### config.mk
export PLATFORM = sky130hd
export DESIGN_NAME = scan_ctrl
export DESIGN_NICKNAME = d
export VERILOG_FILES = /design/src/rtl/scan_ctrl_pkg.sv /design/src/rtl/scan_ctrl_shreg.sv /design/src/rtl/scan_ctrl.sv
export SDC_FILE = /design/constraint.sdc
export NUM_CORES = 1
export LEC_CHECK = 0
export ABC_CLOCK_PERIOD_IN_PS = 3300
export BUFFER_PORTS_ARGS = -buffer_cell sky130_fd_sc_hd__buf_2
export CAP_MARGIN = 20
export CORE_ASPECT_RATIO = 0.75
export CORE_MARGIN = 2
export CORE_UTILIZATION = 41
export CTS_BUF_LIST = sky130_fd_sc_hd__clkbuf_16
export CTS_CLUSTER_DIAMETER = 40
export DETAILED_ROUTE_END_ITERATION = 10
export SETUP_SLACK_MARGIN = 0.1
export SYNTH_ARGS = -nofsm -noshare
export SYNTH_HDL_FRONTEND = slang
export SYNTH_SLANG_ARGS = --single-unit
### constraint.sdc
create_clock -name clk -period 3.3 [get_ports clk]
set_input_delay 0.66 -clock clk [delete_from_list [all_inputs] [get_ports clk]]
set_output_delay 0.66 -clock clk [all_outputs]
set_load 0.05 [all_outputs]
### src/rtl/scan_ctrl_pkg.sv
// Shared types and defaults for the scan test controller.
package scan_ctrl_pkg;

   localparam int DEF_CHAIN_LEN      = 4;
   localparam int DEF_CAPTURE_CYCLES = 1;

   typedef enum logic [2:0] {
      ST_IDLE    = 3'd0,
      ST_LOAD    = 3'd1,
      ST_CAPTURE = 3'd2,
      ST_UNLOAD  = 3'd3,
      ST_DONE    = 3'd4
   } state_t;

   // Counter only ever reaches max(len, capture) - 1 before the state changes.
   function automatic int cnt_width(input int chain_len, input int capture_cycles);
      int m;
      m = (chain_len > capture_cycles) ? chain_len : capture_cycles;
      return (m < 2) ? 1 : $clog2(m);
   endfunction

endpackage

### src/rtl/scan_ctrl_shreg.sv
// Parallel-load register that shifts toward the MSB with serial data entering the LSB.
module scan_ctrl_shreg #(
   parameter int W = 4
) (
   input  logic         clk,
   input  logic         reset_n,
   input  logic         i_load,
   input  logic [W-1:0] i_load_val,
   input  logic         i_shift,
   input  logic         i_sin,
   output logic [W-1:0] o_q
);

   logic [W-1:0] r_q;

   always_ff @(posedge clk or negedge reset_n) begin
      if (!reset_n) begin
         r_q <= '0;
      end else if (i_load) begin
         r_q <= i_load_val;
      end else if (i_shift) begin
         r_q <= {r_q[W-2:0], i_sin};
      end
   end

   assign o_q = r_q;

endmodule

### src/rtl/scan_ctrl.sv
// Scan chain test sequencer: load pattern, capture, unload and compare.
// Optional SCAN_CTRL_MASK_EN adds a don't-care mask on the comparison.
module scan_ctrl
   import scan_ctrl_pkg::*;
#(
   parameter int CHAIN_LEN      = DEF_CHAIN_LEN,
   parameter int CAPTURE_CYCLES = DEF_CAPTURE_CYCLES
) (
   input  logic                 clk,
   input  logic                 reset_n,
   input  logic                 start,
   input  logic [CHAIN_LEN-1:0] pattern,
   input  logic [CHAIN_LEN-1:0] expected,
`ifdef SCAN_CTRL_MASK_EN
   input  logic [CHAIN_LEN-1:0] mask,
`endif
   input  logic                 so,
   output logic                 se,
   output logic                 si,
   output logic                 busy,
   output logic                 done,
   output logic                 pass,
   output logic [CHAIN_LEN-1:0] response
);

   localparam int             CW         = cnt_width(CHAIN_LEN, CAPTURE_CYCLES);
   localparam logic [CW-1:0]  LAST_CHAIN = CW'(CHAIN_LEN - 1);
   localparam logic [CW-1:0]  LAST_CAP   = CW'(CAPTURE_CYCLES - 1);

   state_t                 r_state;
   state_t                 w_state_next;
   logic [CW-1:0]          r_cnt;
   logic [CHAIN_LEN-1:0]   r_expected;
   logic                   r_pass;
   logic [CHAIN_LEN-1:0]   w_pat_q;
   logic                   w_accept;
   logic                   w_match;

`ifdef SCAN_CTRL_MASK_EN
   logic [CHAIN_LEN-1:0]   r_mask;
   assign w_match = ((response ^ r_expected) & ~r_mask) == '0;
`else
   assign w_match = (response == r_expected);
`endif

   assign w_accept = (r_state == ST_IDLE) && start;

   always_comb begin
      w_state_next = r_state;
      case (r_state)
         ST_IDLE:    if (start)               w_state_next = ST_LOAD;
         ST_LOAD:    if (r_cnt == LAST_CHAIN) w_state_next = ST_CAPTURE;
         ST_CAPTURE: if (r_cnt == LAST_CAP)   w_state_next = ST_UNLOAD;
         ST_UNLOAD:  if (r_cnt == LAST_CHAIN) w_state_next = ST_DONE;
         ST_DONE:                             w_state_next = ST_IDLE;
         default:                             w_state_next = ST_IDLE;
      endcase
   end

   always_ff @(posedge clk or negedge reset_n) begin
      if (!reset_n) begin
         r_state    <= ST_IDLE;
         r_cnt      <= '0;
         r_expected <= '0;
         r_pass     <= 1'b0;
`ifdef SCAN_CTRL_MASK_EN
         r_mask     <= '0;
`endif
      end else begin
         r_state <= w_state_next;
         // Restarting at zero on every transition keeps the count from ever wrapping.
         if (w_state_next != r_state) begin
            r_cnt <= '0;
         end else if (r_state != ST_IDLE) begin
            r_cnt <= r_cnt + 1'b1;
         end
         if (w_accept) begin
            r_expected <= expected;
            r_pass     <= 1'b0;
`ifdef SCAN_CTRL_MASK_EN
            r_mask     <= mask;
`endif
         end else if (r_state == ST_DONE) begin
            r_pass <= w_match;
         end
      end
   end

   scan_ctrl_shreg #(.W(CHAIN_LEN)) u_pattern (
      .clk        (clk),
      .reset_n    (reset_n),
      .i_load     (w_accept),
      .i_load_val (pattern),
      .i_shift    (r_state == ST_LOAD),
      .i_sin      (1'b0),
      .o_q        (w_pat_q)
   );

   scan_ctrl_shreg #(.W(CHAIN_LEN)) u_response (
      .clk        (clk),
      .reset_n    (reset_n),
      .i_load     (1'b0),
      .i_load_val ('0),
      .i_shift    (r_state == ST_UNLOAD),
      .i_sin      (so),
      .o_q        (response)
   );

   assign se   = (r_state == ST_LOAD) || (r_state == ST_UNLOAD);
   assign si   = (r_state == ST_LOAD) && w_pat_q[CHAIN_LEN-1];
   assign busy = (r_state != ST_IDLE);
   assign done = (r_state == ST_DONE);
   // In DONE the freshly unloaded response is compared live; afterwards the held result shows.
   assign pass = (r_state == ST_DONE) ? w_match : r_pass;

endmodule

Yosys cells after proc, flatten, opt, wreduce, memory -nomap -nowiden:

Index checks and enable logic that the tools add are counted.
Widths: inputs -> output; s select.

* bits in registers: 18
* latch bits: 0
* memory bits (writable): 0
* ROM bits: 0
* input port bits: 12
* output and inout port bits: 9
* logic and storage cells: 33
* memories kept: 0

* $add $sub $neg: 1
* multipliers: 0
* divide/modulo/power cells: 0
* magnitude comparators: 0
* equality and inequality tests: 7
* shift-type cells: 0
* multiplexer cells: 11
* bitwise gates (word level): 0
* reductions and logical operators: 8

Operator list (number)
* $mux 3: 4
* $pmux 3 s4: 1
* $mux 4: 2
* $eq 3x2->1 const B: 2
* $eq 4x4->1: 1
* $mux 2: 2
* $reduce_bool 2->1: 2
* $eq 3x1->1 const B: 1
* $eq 3x3->1 const B: 1
* $logic_not 3->1: 1
* $ne 3x3->1: 1
* $reduce_bool 3->1: 1
* $add 2x1->2 const B: 1
* $eq 2x2->1 const B: 1
* $logic_and 1x1->1: 2
* $logic_not 2->1: 1
* $mux 1: 2
* $logic_or 1x1->1: 1

Depth between registers and ports, before layout:

* depth in word-level cells: 5
* gate-level depth with buffers: 5
* gate-level depth less buffers: 5

Cells and area by module:

From an unflattened synthesis, not the netlist that was laid out.

* cell total of the unflattened synthesis: 88
* area total of the unflattened synthesis: 950.9 sq um

By module, submodules not included
* scan_ctrl: times used 1, cells an instance 54, area each 578.1 sq um, seq. area each 250.2 sq um
* scan_ctrl_shreg: times used 2, cells an instance 17, area each 186.4 sq um, seq. area each 100.1 sq um

Worst setup path after synthesis:

Ideal clock, no wire load.

* path type: register to output
* start point: register r_state[0]
* end point: output pass
* arrival time: 2.112 ns
* data required time: 2.640 ns
* path slack: 0.528 ns
* stages on the path, launching flop included: 4
* buffers on the path: 1
* cell sequence: dfrtp_1 > buf_6 > or3b_2 > o21ai_0

* word-level cells in the longest chain between the ends: 2

RTL lines
* from (decl): line scan_ctrl.sv:30 `state_t r_state;`
* from (signal assigned): line scan_ctrl.sv:70 `r_state <= w_state_next;`
* $eq 3x3->1: line scan_ctrl.sv:114 `assign pass = (r_state == ST_DONE) ? w_match : r_pass;`
* $mux 1
* to (decl): line scan_ctrl.sv:22 `output logic pass,`

No other way between the ends.

Worst setup path after layout:

* start point: register r_state[2]
* end point: output pass

Same word-level chain as after synthesis.

==> impl_metrics.env <==
export IMPL_status="complete, no violations"
export IMPL_cts_buffer_depth=2
export IMPL_rsz0062_at_grt="no"
export IMPL_crit_type="flop to primary output"
export IMPL_synth_seq_cells=18
export IMPL_post_cts_buffers=0
export IMPL_ys_top_cells_by_area="dfrtp_1, mux2_2, xnor2_1"
export IMPL_synthesis_nets=87
export IMPL_period_share_pct=73.8
export IMPL_worstPathArrival_ps=1780
export IMPL_layout_drive_gt1_share_pct=38.3
export IMPL_met1_length_um=820
export IMPL_io_buffers=20
export IMPL_fmax_ghz=0.410
export IMPL_antennaDiodeCount=0
export IMPL_area_delta_synth_final_pct=20.2
export IMPL_yosysTopAreaCell="dfrtp_1"
export IMPL_synth_top_area_share_pct=50.1
export IMPL_cts_tree="built"
export IMPL_cts_sinks=18
export IMPL_routabilityCongestion=0.716
export IMPL_core_area_sq_um=2030
export IMPL_setup_viol_count_final=0
export IMPL_clk_pin_slew_ps=50
export IMPL_slew_viol_final=0
export IMPL_seq_area_frac_synth_pct=50.1
export IMPL_final_area_sq_um=1080
export IMPL_grt_max_degree=19
export IMPL_grt_pass1_wl_um=2770
export IMPL_top_level_ports=21
export IMPL_dr_max_layer_used="met4"
export IMPL_synth_warnings=0
export IMPL_end_kind="primary output"
export IMPL_grt_overflow_total=0
export IMPL_drtPass1Iterations=3
export IMPL_worstSkewPairLatency_ps=250
export IMPL_cts_made_buffers=3
export IMPL_slew_headroom_pct=61.7
export IMPL_wl_um=1550
export IMPL_start_util_pct=44.3
export IMPL_irDropWorstVdd_uv=614
export IMPL_setup_ws_ps=863
export IMPL_cp_data_required_time_ps=2640
export IMPL_htreeDepth=1
export IMPL_wl_per_cell_um=13.2
export IMPL_ctsHoldBuffers=0
export IMPL_finalHoldViolCount=0
export IMPL_grt_pass1_vias=584
export IMPL_clockRootBuffer="clkbuf_16"
export IMPL_placed_area_sq_um=1000
export IMPL_synthesis_area_sq_um=900
export IMPL_drc=0
export IMPL_fp_dieH_um=44.6
export IMPL_ant_nets=0
export IMPL_wl_met2_um=617
export IMPL_grt_use_total_pct=15.3
export IMPL_post_place_ws_ps=1120
export IMPL_wl_met3_um=104
export IMPL_finalCriticalPeriod_ps=2440
export IMPL_rows=14
export IMPL_antenna_found_initial=0
export IMPL_dp_hpwl_um=1210
export IMPL_drv_cap=0
export IMPL_dieArea_sq_um=2590
export IMPL_critPathLaunchType="flop"
export IMPL_tns_ps=0
export IMPL_postSynthCellCount=73
export IMPL_p_leak_nw=0.521
export IMPL_worst_path_max_fanout=10
export IMPL_pwr_density_cell_nw_per_um2=1090
export IMPL_nNetsFinal=109
export IMPL_hold_class="input pin to async pin"
export IMPL_synth_distinct_cells=27
export IMPL_tightest_slew_ps=573
export IMPL_fp_dieW_um=58.1
export IMPL_cts_resized=0
export IMPL_drt_iter0_drc=19
export IMPL_num_vias=586
export IMPL_vias_per_cell=4.97
export IMPL_postSynthAreaPerCell_sq_um=12.3
export IMPL_clock_skew_ps=2.53
-- Yosys cell counts --
| library cell | instances |
|---|---|
| dfrtp_1 | 18 |
| mux2_2 | 10 |
| xnor2_1 | 5 |
| a22o_1 | 3 |
| inv_1 | 3 |
| nand2_1 | 3 |
| nor2_1 | 3 |
| a21o_1 | 2 |
| and2_1 | 2 |
| buf_6 | 2 |
| ha_1 | 2 |
| nor2b_1 | 2 |
| nor3_1 | 2 |
| o21ai_0 | 2 |
| o31a_1 | 2 |
| a21oi_1 | 1 |
| and3_1 | 1 |
| buf_2 | 1 |
| mux2i_1 | 1 |
| nand2b_1 | 1 |
| nand4_1 | 1 |
| nor3b_2 | 1 |
| nor4b_4 | 1 |
| o2bb2ai_1 | 1 |
| or3_1 | 1 |
| or3b_2 | 1 |
| xor2_1 | 1 |
-- cells in the final DEF, fill, tap and decap left out, drive strengths merged --
master and n:
clkbuf 3, and3 1, a22o 3, or3 1, nor2b 2, nand4 1
o31a 2, mux2i 1, a21o 2, dfrtp 18, ha 2, xor2 1
inv 3, xnor2 5, and2 2, o2bb2ai 1, clkinv 1, mux2 10
nor3b 1, nand2 3, nand2b 1, buf 20, a21oi 1, o21ai 2
nor4b 1, nor2 3, nor3 2, or3b 1
-- layer usage --
layer,vias to the layer above,track usage (%)
met1,270,22.0
li1,298,-
met5,-,0
met2,16,20.2
met4,0,5.58
met3,2,6.73
-- registers in the layout (all words and copies together), names as in the netlist --
register	flops
r_pass	1
r_state	3
u_response.o_q	4
r_cnt	2
u_pattern.o_q	4
r_expected	4
-- final cells by class --
class                   count  area (sq um)
clock inverters             1          3.75
flip-flops and latches     18           450
inverters                   3          11.3
repair buffers             20           100
fillers                   179           951
clock buffers               3          75.1
multi-input cells          49           410
well taps                  24          30.0
-- report_power, final --
group,leakage (nW),switching (W),internal (W)
Clock,0.0385,0.0000793,0.000161
Combinational,0.259,0.000302,0.000225
Sequential,0.223,0.0000990,0.000316
Total,0.521,0.000481,0.000702
-- critical path: stages, from the launching register on --
cell     delay, ps
dfrtp_1        540
or3b_2         530
o21ai_0        180
buf_2          280
-- worst paths after layout --
kind | depth (start not counted) | start | endpoint | slack [ps]
max | 3 | r_state[2]$_DFF_PN0_ | pass | 860
min | 1 | reset_n | r_expected[2]$_DFFE_PN0P_ | 340
max reg2reg | 3 | r_state[0]$_DFF_PN0_ | u_pattern.o_q[2]$_DFFE_PN0P_ | 1640
min reg2reg | 1 | u_pattern.o_q[3]$_DFFE_PN0P_ | u_pattern.o_q[3]$_DFFE_PN0P_ | 460
max in group asynchronous | 1 | reset_n | r_cnt[1]$_DFFE_PN0P_ | 2680
min in group clk | 1 | u_pattern.o_q[3]$_DFFE_PN0P_ | u_pattern.o_q[3]$_DFFE_PN0P_ | 460
-- metrics by stage --
| step | hold WS (ps) | instances | power, W | util (%) |
|---|---|---|---|---|
| final | 337 | 118 | 0.00118 | 53.2 |
| after global routing | 373 | 118 | 0.00128 | 53.2 |
| after CTS | 353 | 118 | 0.00120 | 53.2 |
| after detailed placement | 457 | 114 | 0.000955 | 49.3 |
| after global placement | 459 | 114 | 0.000944 | 49.3 |
| after floorplan | 364 | 73 | 0.000852 | - |
-- cells by family after synthesis --
family,count (synthesis),share of synthesized area (%)
AO/OA/AOI/OAI,11,9.18
XOR/XNOR,6,5.84
adder cells (fa/ha/maj),2,2.78
buffers and inverters,6,4.31
flip-flops,18,50.1
multiplexers,11,13.6
AND/OR/NAND/NOR,19,14.2
(Power assumes the default switching activity.)
